==> config.mk <==
export PLATFORM = sky130hd
export DESIGN_NAME = literal_parser_flat
export DESIGN_NICKNAME = d
export VERILOG_FILES = /design/src/rtl/literal_parser_if.sv /design/src/rtl/literal_parser.sv /design/src/flat_wrapper.sv
export SDC_FILE = /design/constraint.sdc
export NUM_CORES = 1
export LEC_CHECK = 0
export ABC_AREA = 1
export CAP_MARGIN = 20
export CORE_MARGIN = 2
export CORE_UTILIZATION = 50
export CTS_CLUSTER_DIAMETER = 100
export DETAILED_ROUTE_END_ITERATION = 7
export GPL_ROUTABILITY_DRIVEN = 0
export PLACE_DENSITY = 0.7
export SYNTH_ARGS = -nofsm -noshare
export SYNTH_HDL_FRONTEND = slang
export SYNTH_SLANG_ARGS = --single-unit
==> constraint.sdc <==
create_clock -name clk -period 5.8 [get_ports clk]
set_input_delay 0.87 -clock clk [delete_from_list [all_inputs] [get_ports clk]]
set_output_delay 0.87 -clock clk [all_outputs]
set_load 0.005 [all_outputs]
==> src/rtl/literal_parser_if.sv <==
// Character-stream input and parsed-result output handshakes for literal_parser.
interface literal_parser_if;
  localparam int unsigned CHAR_W  = 8;
  localparam int unsigned WIDTH_W = 6;
  localparam int unsigned VALUE_W = 32;

  logic               in_valid;
  logic [CHAR_W-1:0]  in_char;
  logic               in_ready;
  logic               out_valid;
  logic               out_ready;
  logic [WIDTH_W-1:0] out_width;
  logic [VALUE_W-1:0] out_value;
  logic               out_error;

  modport master (
    output in_valid, in_char, out_ready,
    input  in_ready, out_valid, out_width, out_value, out_error
  );

  modport slave (
    input  in_valid, in_char, out_ready,
    output in_ready, out_valid, out_width, out_value, out_error
  );
endinterface

==> src/rtl/literal_parser.sv <==
// Parses sized Verilog-style literals (<width>'<b|h|d><digits><terminator>) from a char stream.
// Define LITERAL_PARSER_UNDERSCORE_EN to accept '_' as a digit separator.
module literal_parser #(
  parameter int unsigned MAX_W = 32
) (
  input  logic           clk,
  input  logic           rst_n,
  literal_parser_if.slave bus
);
  localparam int unsigned CHAR_W  = 8;
  localparam int unsigned WIDTH_W = 6;
  localparam int unsigned VALUE_W = 32;
  localparam int unsigned ACC_W   = 64;
  localparam int unsigned WSUM_W  = 10;

  typedef enum logic [2:0] {
    S_IDLE, S_WIDTH, S_BASE, S_DIGITS, S_SKIP, S_EMIT
  } state_e;

  typedef enum logic [1:0] {BASE_BIN, BASE_DEC, BASE_HEX} base_e;

  state_e               state_q, state_d;
  base_e                base_q, base_d;
  logic [WIDTH_W-1:0]   width_q, width_d;
  logic [VALUE_W-1:0]   value_q, value_d;
  logic                 ovf_q, ovf_d;
  logic                 has_dig_q, has_dig_d;
  logic                 in_ready_q, in_ready_d;
  logic                 out_valid_q, out_valid_d;
  logic [WIDTH_W-1:0]   out_width_q, out_width_d;
  logic [VALUE_W-1:0]   out_value_q, out_value_d;
  logic                 out_error_q, out_error_d;

  function automatic logic is_term(input logic [CHAR_W-1:0] c);
    return (c == 8'h20) || (c == 8'h3B) || (c == 8'h0A) || (c == 8'h0D) || (c == 8'h2C);
  endfunction

  function automatic logic is_dec(input logic [CHAR_W-1:0] c);
    return (c >= 8'h30) && (c <= 8'h39);
  endfunction

  // Returns {valid, value} for c interpreted as a digit in base b.
  function automatic logic [4:0] digit_of(input logic [CHAR_W-1:0] c, input base_e b);
    logic [4:0] r;
    r = 5'd0;
    if (is_dec(c)) begin
      r = {1'b1, 4'(c - 8'h30)};
      if (b == BASE_BIN && c > 8'h31) r = 5'd0;
    end else if (b == BASE_HEX && c >= 8'h61 && c <= 8'h66) begin
      r = {1'b1, 4'(c - 8'h57)};
    end else if (b == BASE_HEX && c >= 8'h41 && c <= 8'h46) begin
      r = {1'b1, 4'(c - 8'h37)};
    end
    return r;
  endfunction

  logic                xfer;
  logic [CHAR_W-1:0]   ch;
  logic [4:0]          dig;
  logic [WSUM_W-1:0]   wsum;
  logic [ACC_W-1:0]    mult;
  logic [ACC_W-1:0]    acc;
  logic [ACC_W-1:0]    limit;
  logic                width_bad;
  logic                emit;
  logic                emit_err;

  assign xfer      = bus.in_valid && in_ready_q;
  assign ch        = bus.in_char;
  assign dig       = digit_of(ch, base_q);
  assign wsum      = WSUM_W'(width_q) * WSUM_W'(10) + WSUM_W'(ch[3:0]);
  assign mult      = (base_q == BASE_BIN) ? ACC_W'(2) : (base_q == BASE_HEX) ? ACC_W'(16) : ACC_W'(10);
  assign acc       = ACC_W'(value_q) * mult + ACC_W'(dig[3:0]);
  assign limit     = (ACC_W'(1) << width_q) - ACC_W'(1);
  assign width_bad = (width_q == WIDTH_W'(0)) || (32'(width_q) > MAX_W);

  // Next-state and registered-output logic.
  always_comb begin
    state_d     = state_q;
    base_d      = base_q;
    width_d     = width_q;
    value_d     = value_q;
    ovf_d       = ovf_q;
    has_dig_d   = has_dig_q;
    out_width_d = out_width_q;
    out_value_d = out_value_q;
    out_error_d = out_error_q;
    emit        = 1'b0;
    emit_err    = 1'b0;

    unique case (state_q)
      S_IDLE: if (xfer) begin
        if (is_dec(ch)) begin
          state_d   = S_WIDTH;
          width_d   = WIDTH_W'(ch[3:0]);
          value_d   = '0;
          ovf_d     = 1'b0;
          has_dig_d = 1'b0;
        end else if (!is_term(ch)) begin
          state_d = S_SKIP;
        end
      end
      S_WIDTH: if (xfer) begin
        if (is_dec(ch)) begin
          width_d = (wsum > WSUM_W'(63)) ? WIDTH_W'(63) : WIDTH_W'(wsum);
        end else if (ch == 8'h27) begin
          state_d = S_BASE;
        end else if (is_term(ch)) begin
          emit     = 1'b1;
          emit_err = 1'b1;
        end else begin
          state_d = S_SKIP;
        end
      end
      S_BASE: if (xfer) begin
        state_d = S_DIGITS;
        if (ch == 8'h62 || ch == 8'h42)      base_d = BASE_BIN;
        else if (ch == 8'h68 || ch == 8'h48) base_d = BASE_HEX;
        else if (ch == 8'h64 || ch == 8'h44) base_d = BASE_DEC;
        else                                 state_d = S_SKIP;
      end
      S_DIGITS: if (xfer) begin
        if (dig[4]) begin
          value_d   = VALUE_W'(acc);
          has_dig_d = 1'b1;
          if (acc > limit) ovf_d = 1'b1;
`ifdef LITERAL_PARSER_UNDERSCORE_EN
        end else if (ch == 8'h5F) begin
          state_d = S_DIGITS;
`endif
        end else if (is_term(ch)) begin
          emit     = 1'b1;
          emit_err = ovf_q || !has_dig_q || width_bad;
        end else begin
          state_d = S_SKIP;
        end
      end
      S_SKIP: if (xfer && is_term(ch)) begin
        emit     = 1'b1;
        emit_err = 1'b1;
      end
      S_EMIT: if (bus.out_ready) state_d = S_IDLE;
      default: state_d = S_IDLE;
    endcase

    // Result is latched once on entry to EMIT and held until accepted.
    if (emit) begin
      state_d     = S_EMIT;
      out_width_d = emit_err ? '0 : width_q;
      out_value_d = emit_err ? '0 : value_q;
      out_error_d = emit_err;
    end

    out_valid_d = (state_d == S_EMIT);
    in_ready_d  = (state_d != S_EMIT);
  end

  always_ff @(posedge clk or negedge rst_n) begin
    if (!rst_n) begin
      state_q     <= S_IDLE;
      base_q      <= BASE_BIN;
      width_q     <= '0;
      value_q     <= '0;
      ovf_q       <= 1'b0;
      has_dig_q   <= 1'b0;
      in_ready_q  <= 1'b0;
      out_valid_q <= 1'b0;
      out_width_q <= '0;
      out_value_q <= '0;
      out_error_q <= 1'b0;
    end else begin
      state_q     <= state_d;
      base_q      <= base_d;
      width_q     <= width_d;
      value_q     <= value_d;
      ovf_q       <= ovf_d;
      has_dig_q   <= has_dig_d;
      in_ready_q  <= in_ready_d;
      out_valid_q <= out_valid_d;
      out_width_q <= out_width_d;
      out_value_q <= out_value_d;
      out_error_q <= out_error_d;
    end
  end

  assign bus.in_ready  = in_ready_q;
  assign bus.out_valid = out_valid_q;
  assign bus.out_width = out_width_q;
  assign bus.out_value = out_value_q;
  assign bus.out_error = out_error_q;
endmodule

==> src/flat_wrapper.sv <==
// flat-port wrapper written by rule: the top's interface ports become plain ports
module literal_parser_flat 
#(
  parameter int unsigned MAX_W = 32
)
  (clk, rst_n, bus_in_valid, bus_in_char, bus_out_ready, bus_in_ready, bus_out_valid, bus_out_width, bus_out_value, bus_out_error);
  literal_parser_if bus_i ();
  input  logic clk;
  input  logic rst_n;
  input wire logic [$bits(bus_i.in_valid)-1:0] bus_in_valid;
  input wire logic [$bits(bus_i.in_char)-1:0] bus_in_char;
  input wire logic [$bits(bus_i.out_ready)-1:0] bus_out_ready;
  output wire logic [$bits(bus_i.in_ready)-1:0] bus_in_ready;
  output wire logic [$bits(bus_i.out_valid)-1:0] bus_out_valid;
  output wire logic [$bits(bus_i.out_width)-1:0] bus_out_width;
  output wire logic [$bits(bus_i.out_value)-1:0] bus_out_value;
  output wire logic [$bits(bus_i.out_error)-1:0] bus_out_error;
  assign bus_i.in_valid = bus_in_valid;
  assign bus_i.in_char = bus_in_char;
  assign bus_i.out_ready = bus_out_ready;
  assign bus_in_ready = bus_i.in_ready;
  assign bus_out_valid = bus_i.out_valid;
  assign bus_out_width = bus_i.out_width;
  assign bus_out_value = bus_i.out_value;
  assign bus_out_error = bus_i.out_error;
  literal_parser #(.MAX_W(MAX_W)) u_core (.clk(clk), .rst_n(rst_n), .bus(bus_i));
endmodule
==> results, run 1 <==
- The post-route standard cell area excluding fillers is between 0.015 and 0.02 sq mm.
- The pin slew with the least headroom to its limit is 0.8544 ns.
- In this run, placement finished with an instance count of ~2400.
- The count of nets after finishing is approximately 2500.
- The path with the worst hold slack has its endpoint at u_core.bus.out_value[23]$_DFFE_PN0P_.
- Clock tree synthesis found a total of 86 sinks.
- The initialized floorplan defines just under 60 standard-cell rows.
- The final-report hold violation count came to 0.
- The first detailed-routing pass took 6 iterations.
- Across all layers, the routed design uses around 14000 vias.
- The most numerous cell type found on the critical path is sky130_fd_sc_hd__ha_1.
- The largest delay contributor family on the critical path is adder cells.
- In the final layout, flip-flops and latches occupy between 0.002 and 0.0025 sq mm.
- TritonCTS built the clock tree.
- The maximum fanout along the worst path is 4.
- The routed design has 46660 um of wire.
- The share of the Yosys chip area taken by registers is 0.1628.
- Along the worst hold path, the cell count comes to 2.
- The flow ran to the end, but the final reports show violations.
- The buffering stage count on the worst path with inverters included is 8.
- The setup path with the least slack is of type register to register.
- The startpoint identified for the worst hold timing path is u_core.bus.out_value[23]$_DFFE_PN0P_.
- The first global-routing pass estimated 70820 um of wire.
- The count of input and output buffers is between 50 and 60.
- The final antenna-violating net count is 0.
- The synthesized area divided by synthesized cell count is ~7.1 sq um.
- After layout, the minimum clock period comes to between 6 and 7 ns.
- The floorplan step set the die height to approximately 170 um.
- The setup slack on the worst flop-to-flop path is -0.57 ns.
- The final reports fail on negative setup slack.
- The cell area after synthesis is roughly 0.013 sq mm.
- In this run the critical register-to-register path is captured at u_core.ovf_q$_DFFE_PN0P_.
- The setup TNS is -0.5722 ns.
- Headroom to the max-slew limit came out at 0.4304.
- Of the available clock period, the critical path in the final layout requires 1.099.
- The die area is approximately 0.028 sq mm.
- Setup violations remaining at the end of the flow were counted as 1.
- The depth of the worst register-to-register path is 35.
- For this design the ratio of total power to cell area is ~650 mW/mm^2.
- The number of fill cells in the layout is between 1500 and 2000.
- The via count of the first global-routing pass is between 10000 and 15000.
- For this run, the share of the core covered by cells in the final layout is 0.6883.
- In this design, the stage delay of the slowest critical-path cell is between 0.5 and 0.6 ns.
- The number of nets in the synthesized netlist is 2232.
- The clock buffer count from CTS is 9.
- The maximum buffer depth of the clock tree is 2.
- The initial utilization of the core area, before any placement, comes to 0.5087.
- Using the TritonRoute via totals, the vias-per-cell ratio works out to about 5.8.
- The repair_antennas step left the layout with diodes totalling 0.
- The fraction of registers with async set/reset is 1.000.
- The main flop type after synthesis is sky130_fd_sc_hd__dfrtp_1.
- The largest total area in the synthesized netlist belongs to sky130_fd_sc_hd__ha_1.
- The total power is roughly 12 mW.
- Across the VDD grid, the largest voltage drop is ~600 uV.
- The total overflow left after global routing is 0.
- The smallest hold slack is roughly 0.48 ns.
- The buffer type at the clock tree root is sky130_fd_sc_hd__clkbuf_16.
- In the synthesized netlist, the number of instances is approximately 1900.
- Max-cap violations in this run came to 0.
- The share of the synthesized area in the top cell type is 0.3019.
- The worst-case setup slack after placement is -0.6128 ns.
- The proportion of layout cells with a drive suffix above 1 is 0.2454.
- The largest net degree at the start of global routing is 45.
- The min-delay analysis places its worst path in the category register to register.
- The placement-stage cell area is around 0.016 sq mm.
- The worst-path cell with the longest stage delay is sky130_fd_sc_hd__fa_1.
- The wire-length estimate of the detail-placed layout is between 20000 and 30000 um.
- After the first detailed-routing iteration, the DRC count stood at 1444.
- The worst setup path is captured at a register.
- The core outline area is 0.02598 sq mm.
- The number of warnings reported in the yosys synthesis log is 0.
- The synthesized design contains 86 register bits.
- The maximum clock frequency is approximately 160 MHz.
- Setup repair after global routing could not meet its margin everywhere.
- The cell with the most instances after synthesis is sky130_fd_sc_hd__nand2_1.
- After detailed routing, the average wire length per cell comes to ~19 um.
- The max-slew violation count is 0.
- STA puts the critical path data required time at between 6 and 7 ns.
- The number of antenna violations at the first check in global routing is 1.
- The final cell count without fillers is about 2400.
- In this run the number of H-tree levels came out at 3.
- The aggregate global-route resource usage is 0.3142.
- The later pin in the worst-skew pair is clocked with a latency of around 0.37 ns.
- The minimum setup slack in the final design is -0.5722 ns.
- The count of unresolved DRC violations after routing is 0.
- The leakage power summed over all cells is slightly below 10 nW.
- Data on the critical path arrives at its endpoint at ~6.6 ns.
- The die width is 166.6 um.
- After clock tree synthesis, the clock-pin slew on the worst setup and hold paths is 0.08 ns.
- By area the synthesized netlist is led by sky130_fd_sc_hd__ha_1 (30%), sky130_fd_sc_hd__dfrtp_1 (16%), sky130_fd_sc_hd__nand2_1 (12%).
- During I/O placement, the number of pins put on the boundary was 53.
- The number of enable flip-flop cells after synthesis is 0.
- In this run, distinct cell masters in the synthesized netlist total just over 50.
- Sorting the synthesized cells by how often they occur yields sky130_fd_sc_hd__nand2_1 (419), sky130_fd_sc_hd__ha_1 (319), sky130_fd_sc_hd__inv_1 (263), sky130_fd_sc_hd__nor2_1 (262), sky130_fd_sc_hd__nand3_1 (110).
- The origin of the critical flop-to-flop path is u_core.base_q[1]$_DFFE_PN0P_.
- Compared with the post-synthesis result, the final layout area differs by 35.30%.
- The worst setup path is launched from a register.
- The multi-input combinational cell area is around 0.012 sq mm.
- Between clock sinks in the finished design, the worst skew comes to between 0.01 and 0.015 ns.
==> flip-flops by register name, indices dropped and copies added (netlist names) <==
signal / flops
u_core.bus.out_value: 32
u_core.value_q: 32
u_core.bus.out_width: 6
u_core.width_q: 6
u_core.state_q: 3
u_core.base_q: 2
u_core.bus.in_ready: 1
u_core.bus.out_error: 1
u_core.bus.out_valid: 1
u_core.has_dig_q: 1
u_core.ovf_q: 1
==> how the worst max path moves through the flow <==
stage	start	endpoint	slack [ns]	cells past startpoint
6_report	u_core.base_q[1]$_DFFE_PN0P_	u_core.ovf_q$_DFFE_PN0P_	-0.57	35
5_1_grt	u_core.base_q[1]$_DFFE_PN0P_	u_core.ovf_q$_DFFE_PN0P_	-0.79	36
4_1_cts	u_core.base_q[0]$_DFFE_PN0P_	u_core.ovf_q$_DFFE_PN0P_	-0.12	36
3_5_place_dp	u_core.base_q[0]$_DFFE_PN0P_	u_core.ovf_q$_DFFE_PN0P_	-0.61	31
3_3_place_gp	u_core.base_q[0]$_DFFE_PN0P_	u_core.ovf_q$_DFFE_PN0P_	-0.52	31
2_1_floorplan	u_core.base_q[0]$_DFFE_PN0P_	u_core.ovf_q$_DFFE_PN0P_	0.004	33
==> worst min-delay path, stage by stage (launching register included) <==
cell and delay [ns]:
sky130_fd_sc_hd__dfrtp_1 0.34, sky130_fd_sc_hd__nand2_1 0.05, sky130_fd_sc_hd__nand2_1 0.05
==> layout by cell type, fill, tap and decap left out, types with 7 or more instances in the layout <==
cell	instances
sky130_fd_sc_hd__ha_1	225
sky130_fd_sc_hd__xor2_2	7
sky130_fd_sc_hd__nand4_1	31
sky130_fd_sc_hd__nor3_1	15
sky130_fd_sc_hd__nand3_1	104
sky130_fd_sc_hd__nand3_2	7
sky130_fd_sc_hd__inv_1	245
sky130_fd_sc_hd__nand2_4	7
sky130_fd_sc_hd__xnor2_1	15
sky130_fd_sc_hd__a21oi_2	25
sky130_fd_sc_hd__nand2_1	395
sky130_fd_sc_hd__fa_1	29
sky130_fd_sc_hd__nor2_4	20
sky130_fd_sc_hd__nor2_2	29
sky130_fd_sc_hd__ha_4	85
sky130_fd_sc_hd__dfrtp_1	86
sky130_fd_sc_hd__o22ai_1	9
sky130_fd_sc_hd__clkdlybuf4s50_1	51
sky130_fd_sc_hd__ha_2	9
sky130_fd_sc_hd__nand2_2	20
sky130_fd_sc_hd__buf_4	198
sky130_fd_sc_hd__o21ai_1	12
sky130_fd_sc_hd__inv_2	24
sky130_fd_sc_hd__o21ai_2	15
sky130_fd_sc_hd__clkbuf_16	9
sky130_fd_sc_hd__a21oi_4	12
sky130_fd_sc_hd__nor2_1	222
sky130_fd_sc_hd__xor2_1	28
sky130_fd_sc_hd__o21ai_0	46
sky130_fd_sc_hd__a21oi_1	40
==> cell families after synthesis <==
logic type,share of synthesized area
simple gates,0.2734
compound gates,0.08348
xor+xnor,0.03644
flops,0.1628
fa+ha+maj,0.3504
buf+inv,0.09352
==> where the power goes <==
part	internal (mW)	switching [mW]	leakage [nW]
clock network	0.295	0.300	0.129
registers	0.784	0.178	1.09
logic	4.69	5.46	8.59
==> layer usage <==
layer | wire, um | vias to the layer above | GRT usage | share of wire
met1 | 17830 | 6574 | 0.3716 | 0.38
met4 | 2677 | 0 | 0.1484 | 0.057
li1 | - | 6553 | - | -
met3 | 3627 | 225 | 0.05846 | 0.078
met2 | 22530 | 703 | 0.5499 | 0.48
met5 | 0 | - | 0 | 0
==> area by class of cell <==
cell class | count | area share
timing repair buffer | 263 | 0.1263
multi-input combinational | 1472 | 0.6577
clock inverter | 6 | 0.002588
clock buffer | 10 | 0.01280
tap | 335 | 0.02344
inverter | 270 | 0.05681
sequential | 86 | 0.1203
==> what timing repair did <==
action	CTS	global route
setup endpoints to repair	1	1
pin swaps	130	53
setup buffers	27	5
gates cloned	4	0
resized for setup	257	62
hold buffers	0	0
(Power assumes the default switching activity.)
==> inputs of run 2 (changes only) <==
==> constraint.sdc (replaced) <==
create_clock -name clk -period 5.8 [get_ports clk]
set_input_delay 1.16 -clock clk [delete_from_list [all_inputs] [get_ports clk]]
set_output_delay 1.16 -clock clk [all_outputs]
set_load 0.005 [all_outputs]
==> results, run 2 (synthesized netlist as in run 1, its figures left out) <==
- The flow ran to the end, but the final reports show violations.
- The final reports fail on negative setup slack.
- The clock buffer count from CTS is 9 (unchanged).
- The maximum cell stage delay along the critical path is 0.51 ns (-0.06 ns).
- The arrival time of data at the critical path endpoint came to 6.58 ns (-0.05 ns).
- Compared with the post-synthesis result, the final layout area differs by 39.88%.
- In this run the worst hold path is classified as register to register.
- The average detailed-routed wire length per instance is 18.85 um (-1.4%).
- The worst endpoint required time is 6.09 ns (+0.03 ns).
- The core outline area is 0.02598 sq mm (unchanged).
- The overall routed net length was 46780 um (+0.24%).
- The via count of the routed design was 14130 (+0.53%).
- The clock latency on the worst-skew pair is 0.37 ns (about the same).
- In this run the most critical hold path is launched from u_core.bus.out_value[30]$_DFFE_PN0P_.
- The final-report hold violation count is 0 (unchanged).
- The initial cell density of the core is 0.5087 (unchanged).
- The final antenna-violating net count is 0 (unchanged).
- The max-slew violation count is 0 (unchanged).
- The minimum setup slack in the final design is -0.4876 ns (+0.08462 ns).
- The multi-input combinational cell area came to 0.01202 sq mm (+2.2%).
- The largest net degree at the start of global routing came to 49 (+8.9%).
- The count of unresolved DRC violations after routing is 0 (unchanged).
- The detail-routed via count per cell is 5.693 (-1.1%).
- The buffer type at the clock tree root is sky130_fd_sc_hd__clkbuf_16.
- The register cell area after layout came to 0.002152 sq mm (unchanged).
- The maximum clock frequency is 159.0 MHz (+1.3%).
- The worst-path cell with the longest stage delay is sky130_fd_sc_hd__fa_1.
- The leakage power summed over all cells is 9.916 nW (+1.1%).
- Setup repair after global routing could not meet its margin everywhere.
- The post-DP HPWL came to 29930 um (+1.7%).
- The power density normalized to cell area is 642.9 mW/mm^2 (-1.8%).
- The relative max-transition margin is 0.4281 (-0.002269).
- The count of input and output buffers is 52 (unchanged).
- The setup TNS is -0.4876 ns (+0.08462 ns).
- The maximum fanout along the worst path is 5 (+1).
- The first-pass iteration count of the detailed router is 6 (unchanged).
- The leading cell type in the layout, fill and taps excluded is sky130_fd_sc_hd__nand2_1.
- The aggregate global-route resource usage was 0.3000 (-0.01418).
- The number of fill cells in the layout is 1887 (-4.1%).
- The count of max-cap constraint violations is 0 (unchanged).
- TritonCTS built the clock tree.
- The proportion of layout cells with a drive suffix above 1 is 0.2725 (+0.02710).
- The number of sinks driven by the clock tree was 86 (unchanged).
- Leaving out fill and tap cells, the most frequent cells in the layout are sky130_fd_sc_hd__nand2_1 (396), sky130_fd_sc_hd__inv_1 (241), sky130_fd_sc_hd__buf_4 (236).
- The CTS clock-pin slew for the worst setup and hold paths was 0.07 ns (about the same).
- The count of routing violations after the opening detailed-route iteration is 1339 (-7.3%).
- The origin of the critical flop-to-flop path is u_core.base_q[0]$_DFFE_PN0P_.
- The maximum buffer depth of the clock tree was 2 (unchanged).
- The critical path in this run is classified as register to register.
- The final setup violation count came to 1 (unchanged).
- The kind of capture point of the worst setup path is a register.
- The diode insertion count for antenna repair came to 0 (unchanged).
- The number of antenna violations at the first check in global routing is 0 (-1).
- The final period utilization is 1.084 (-0.01459).
- The pin slew with the least headroom to its limit is 0.8569 ns (+0.002481 ns).
- The wire length of the first global-routing pass is 67840 um (-4.2%).
- The clock tree skew after final layout is 0.008923 ns (-0.004075 ns).
- The hold-fix buffer count after cts is 0 (unchanged).
- The die height is 166.6 um (unchanged).
- The shortest clock period the worst path allows after layout is 6.288 ns (-0.08462 ns).
- The count of boundary I/O pins is 53 (unchanged).
- The count of standard-cell rows came to 59 (unchanged).
- The maximum ir drop on the vdd rail came to 625.1 uV (+2.7%).
- In this design, the critical path's most frequently occurring cell is sky130_fd_sc_hd__ha_4.
- The die area is 0.02775 sq mm (unchanged).
- The count of nets after finishing is 2505 (+1.6%).
- The die width came to 166.6 um (unchanged).
- The element type at the critical path start is a register.
- The CTS H-tree depth came to 3 (unchanged).
- The via count of the first global-routing pass is 13770 (-3.4%).
- The startpoint of the most critical setup path is u_core.base_q[0]$_DFFE_PN0P_.
- The total power is 11.89 mW (+1.6%).
- The overall overflow remaining after global route is 0 (unchanged).
-- run 2: cell count changes in the layout (fill, tap and decap cells not counted), moves of 5 or more --
cell / delta
sky130_fd_sc_hd__buf_4: +38
sky130_fd_sc_hd__ha_1: -24
sky130_fd_sc_hd__ha_4: +22
sky130_fd_sc_hd__nand2_4: -6
sky130_fd_sc_hd__nand2_2: +5
-- run 2: worst paths after layout --
check,end,depth (start not counted),slack (ns)
min reg2reg,u_core.bus.out_value[30]$_DFFE_PN0P_,2,0.48
max,u_core.ovf_q$_DFFE_PN0P_,34,-0.49
min in group asynchronous,u_core.bus.out_value[18]$_DFFE_PN0P_,1,0.77
max in group asynchronous,u_core.width_q[4]$_DFFE_PN0P_,2,3.95
max reg2reg,u_core.ovf_q$_DFFE_PN0P_,34,-0.49
min,u_core.bus.out_value[30]$_DFFE_PN0P_,2,0.48
-- run 2: what timing repair did --
item | 4_1_cts | 5_1_grt
pin swaps | 63 | 102
gates resized for setup | 184 | 164
cloned | 3 | 0
setup endpoints to repair | 1 | 1
buffers inserted | 14 | 14
-- run 2: cell type report --
cell class,instances,area share
multi-input combinational,1472,0.6500
timing repair buffer,303,0.1384
sequential,86,0.1164
inverter,270,0.05508
tap,335,0.02267
clock buffer,9,0.01218
clock inverter,7,0.005278
-- run 2: worst max-delay path, delay by kind of cell, from the launching register on --
kind | cells | cell delay (ns)
compound gates | 5 | 0.87
xor+xnor | 1 | 0.16
fa+ha+maj | 10 | 2.95
buf+inv | 5 | 0.56
flops | 1 | 0.42
simple gates | 13 | 1.26
-- run 2: layer usage --
metal / GRT usage / vias to the layer above / wire length (um)
met2: 0.5289 / 686 / 22590
met3: 0.04016 / 210 / 3472
met5: 0 / - / 0
li1: - / 6638 / -
met1: 0.3635 / 6595 / 17860
met4: 0.1361 / 0 / 2858
-- run 2: power by group --
part / internal [mW] / total, mW / switching [mW]
logic: 4.92 / 10.2 / 5.30
registers: 0.783 / 0.982 / 0.198
clock network: 0.380 / 0.681 / 0.301
-- run 2: metrics by stage --
step | setup slack, ns | std cells | cell area (sq um) | utilization | hold WS (ns)
after floorplan | 0.003835 | 1869 | 13480 | - | 0.4422
after global placement | -0.5839 | 2436 | 15850 | 0.6101 | 0.4612
after detailed placement | -0.7087 | 2436 | 15850 | 0.6101 | 0.4646
after CTS | -0.2908 | 2468 | 17350 | 0.6678 | 0.4841
after global routing | -0.6952 | 2482 | 18490 | 0.7116 | 0.5082
final | -0.4876 | 2482 | 18490 | 0.7116 | 0.4772
==> inputs of run 3 (changes only) <==
GPL_TIMING_DRIVEN = 0   (was default)
==> results, run 3 (synthesized netlist as in run 1, its figures left out) <==
- The cell occurring most often along the worst timing path is sky130_fd_sc_hd__ha_4.
- The first-pass iteration count of the detailed router was 7 (+1).
- The via count of the routed design came to 13140 (-7.0%).
- The count of cells along the worst hold path is 2 (unchanged).
- The die height is 166.6 um (unchanged).
- The worst hold path begins at u_core.bus.out_value[19]$_DFFE_PN0P_.
- The overall overflow remaining after global route was 0 (unchanged).
- The buffer type at the clock tree root is sky130_fd_sc_hd__clkbuf_16.
- The clock latency on the worst-skew pair is 0.37 ns (about the same).
- In this run the critical register-to-register path is captured at u_core.ovf_q$_DFFE_PN0P_.
- The count of standard-cell rows is 59 (unchanged).
- The number of antenna violations at the first check in global routing is 0 (unchanged).
- The smallest hold slack came to 0.4761 ns (-0.001047 ns).
- The wire length of the first global-routing pass is 66160 um (-2.5%).
- The count of boundary I/O pins is 53 (unchanged).
- The library cell used most frequently in the layout, excluding fill and tap cells, is sky130_fd_sc_hd__nand2_1.
- The aggregate global-route resource usage is 0.2950 (-0.004928).
- The arrival time of data at the critical path endpoint is 6.76 ns (+0.18 ns).
- The final core area utilization was 0.6201 (-0.09149).
- The flow ran to the end, but the final reports show violations.
- The post-route standard cell area excluding fillers is 0.01611 sq mm (-13%).
- Setup repair after global routing could not meet its margin everywhere.
- The overall routed net length was 40510 um (-13%).
- The depth of the worst register-to-register path was 33 (-2.9%).
- The power density normalized to cell area is 547.8 mW/mm^2 (-15%).
- The maximum cell stage delay along the critical path is 0.56 ns (+0.05 ns).
- The TritonCTS clock tree is yes.
- The area added between synthesis and finish is 21.89%.
- The setup slack on the worst flop-to-flop path was -0.70 ns (-0.22 ns).
- The count of unresolved DRC violations after routing is 0 (unchanged).
- The diode insertion count for antenna repair was 0 (unchanged).
- The via count of the first global-routing pass is 13240 (-3.8%).
- The CTS H-tree depth is 3 (unchanged).
- The relative max-transition margin was 0.3960 (-0.03212).
- The proportion of layout cells with a drive suffix above 1 was 0.1389 (-0.1336).
- The shortest clock period the worst path allows after layout is 6.503 ns (+0.2151 ns).
- The number of sinks driven by the clock tree is 86 (unchanged).
- The count of input and output buffers came to 52 (unchanged).
- The worst-path cell with the longest stage delay is sky130_fd_sc_hd__fa_1.
- For hold timing, the worst endpoint is u_core.bus.out_value[19]$_DFFE_PN0P_.
- The element type at the critical path start is a register.
- The core outline area is 0.02598 sq mm (unchanged).
- The worst endpoint required time is 6.06 ns (-0.03 ns).
- The maximum buffer depth of the clock tree came to 2 (unchanged).
- The worst hold path class is register to register.
- The final cell count without fillers is 2322 (-6.4%).
- The die area is 0.02775 sq mm (unchanged).
- The final reports fail on negative setup slack.
- The leakage power summed over all cells is 9.182 nW (-7.4%).
- The final-report hold violation count is 0 (unchanged).
- The max-slew violation count is 0 (unchanged).
- The clock buffer count from CTS is 9 (unchanged).
- The maximum clock frequency is 153.8 MHz (-3.3%).
- The kind of capture point of the worst setup path is a register.
- The final setup violation count is 2 (+1).
- The pin slew with the least headroom to its limit is 0.9042 ns (+0.04735 ns).
- In this run the critical register-to-register path is launched from u_core.base_q[0]$_DFFE_PN0P_.
- The clock tree skew after final layout came to 0.01032 ns (+0.001395 ns).
- The final period utilization is 1.121 (+0.03708).
- The initial cell density of the core was 0.5087 (unchanged).
- The minimum setup slack in the final design is -0.7027 ns (-0.2151 ns).
- The die width was 166.6 um (unchanged).
- The largest net degree at the start of global routing is 46 (-6.1%).
- The final antenna-violating net count was 0 (unchanged).
- The post-DP HPWL is 30040 um (+0.39%).
- The average detailed-routed wire length per instance is 17.45 um (-7.4%).
- The number of cells after detailed placement came to 2257 (-7.3%).
- The detail-routed via count per cell was 5.661 (-0.56%).
- The CTS clock-pin slew for the worst setup and hold paths came to 0.08 ns (about the same).
- The number of fill cells in the layout is 2289 (+21%).
- The count of max-cap constraint violations is 0 (unchanged).
- The count of nets after finishing is 2345 (-6.4%).
- The type of the worst setup path is register to register.
- The total power is 8.826 mW (-26%).
- The count of routing violations after the opening detailed-route iteration is 1222 (-8.7%).
- The top cell types in the final layout, fill and taps aside, are sky130_fd_sc_hd__nand2_1 (404), sky130_fd_sc_hd__ha_1 (266), sky130_fd_sc_hd__inv_1 (261).
- The placement-stage cell area was 0.01445 sq mm (-8.9%).
- The maximum ir drop on the vdd rail is 472.6 uV (-24%).
- The maximum fanout along the worst path came to 7 (+2).
run 3: cell count changes in the layout (fill, tap and decap cells not counted), sizes merged:
cell,previous run,this run
clkinv,3,0
buf,251,73
clkbuf,9,28
inv,270,273
bufbuf,1,0
run 3: worst max-delay path: cells and delay by family (launching register included):
kind                     cells  cell delay (ns)
adder cells (fa/ha/maj)     10             2.94
AND/OR/NAND/NOR             14             1.78
buffers and inverters        5             0.60
AO/OA/AOI/OAI                3             0.49
flip-flops                   1             0.39
XOR/XNOR                     1             0.15
run 3: power breakdown:
part / total (mW) / switching [mW] / internal (mW)
Combinational: 7.20 / 4.23 / 2.97
Sequential: 0.931 / 0.146 / 0.785
Clock: 0.691 / 0.307 / 0.385
run 3: per-layer routing:
layer | global-route usage | part of all wire | wire (um)
met1 | 0.3766 | 0.42 | 16830
met4 | 0.1398 | 0.052 | 2121
met3 | 0.04634 | 0.075 | 3019
met5 | 0 | 0 | 0
met2 | 0.4894 | 0.46 | 18550
run 3: through the flow:
step / setup TNS, ns / setup slack, ns
floorplan: 0 / 0.003835
global placement: -2.105 / -1.516
detailed placement: -2.293 / -1.563
CTS: -0.9473 / -0.4805
global route: -1.761 / -0.9149
finish: -1.357 / -0.7027
run 3: how the worst max path moves through the flow:
| stage | start | to | slack (ns) | depth (start not counted) |
|---|---|---|---|---|
| 6_report | u_core.base_q[0]$_DFFE_PN0P_ | u_core.ovf_q$_DFFE_PN0P_ | -0.70 | 33 |
| 5_1_grt | u_core.base_q[0]$_DFFE_PN0P_ | u_core.ovf_q$_DFFE_PN0P_ | -0.91 | 34 |
| 4_1_cts | u_core.base_q[0]$_DFFE_PN0P_ | u_core.ovf_q$_DFFE_PN0P_ | -0.48 | 35 |
| 3_5_place_dp | bus_in_char[1] | u_core.ovf_q$_DFFE_PN0P_ | -1.56 | 33 |
| 3_3_place_gp | bus_in_char[1] | u_core.ovf_q$_DFFE_PN0P_ | -1.52 | 33 |
| 2_1_floorplan | u_core.base_q[0]$_DFFE_PN0P_ | u_core.ovf_q$_DFFE_PN0P_ | 0.004 | 33 |
run 3: final cells by class:
cell class | count | area [sq um] | area share
flip-flops and latches | 86 | 2152 | 0.1336
clock buffers | 9 | 225.2 | 0.01398
repair buffers | 103 | 970.9 | 0.06026
clock inverters | 7 | 103.9 | 0.006445
multi-input cells | 1472 | 10890 | 0.6760
well taps | 335 | 419.2 | 0.02601
plain buffers | 40 | 330.3 | 0.02050
inverters | 270 | 1018 | 0.06321
run 3: what timing repair did:
action / in CTS / in global routing
resized for setup: 165 / 10
setup buffers: 47 / 0
pin swaps: 51 / 2
gates cloned: 3 / 0
hold buffers: 0 / 0
endpoints found under the setup margin: 4 / 2
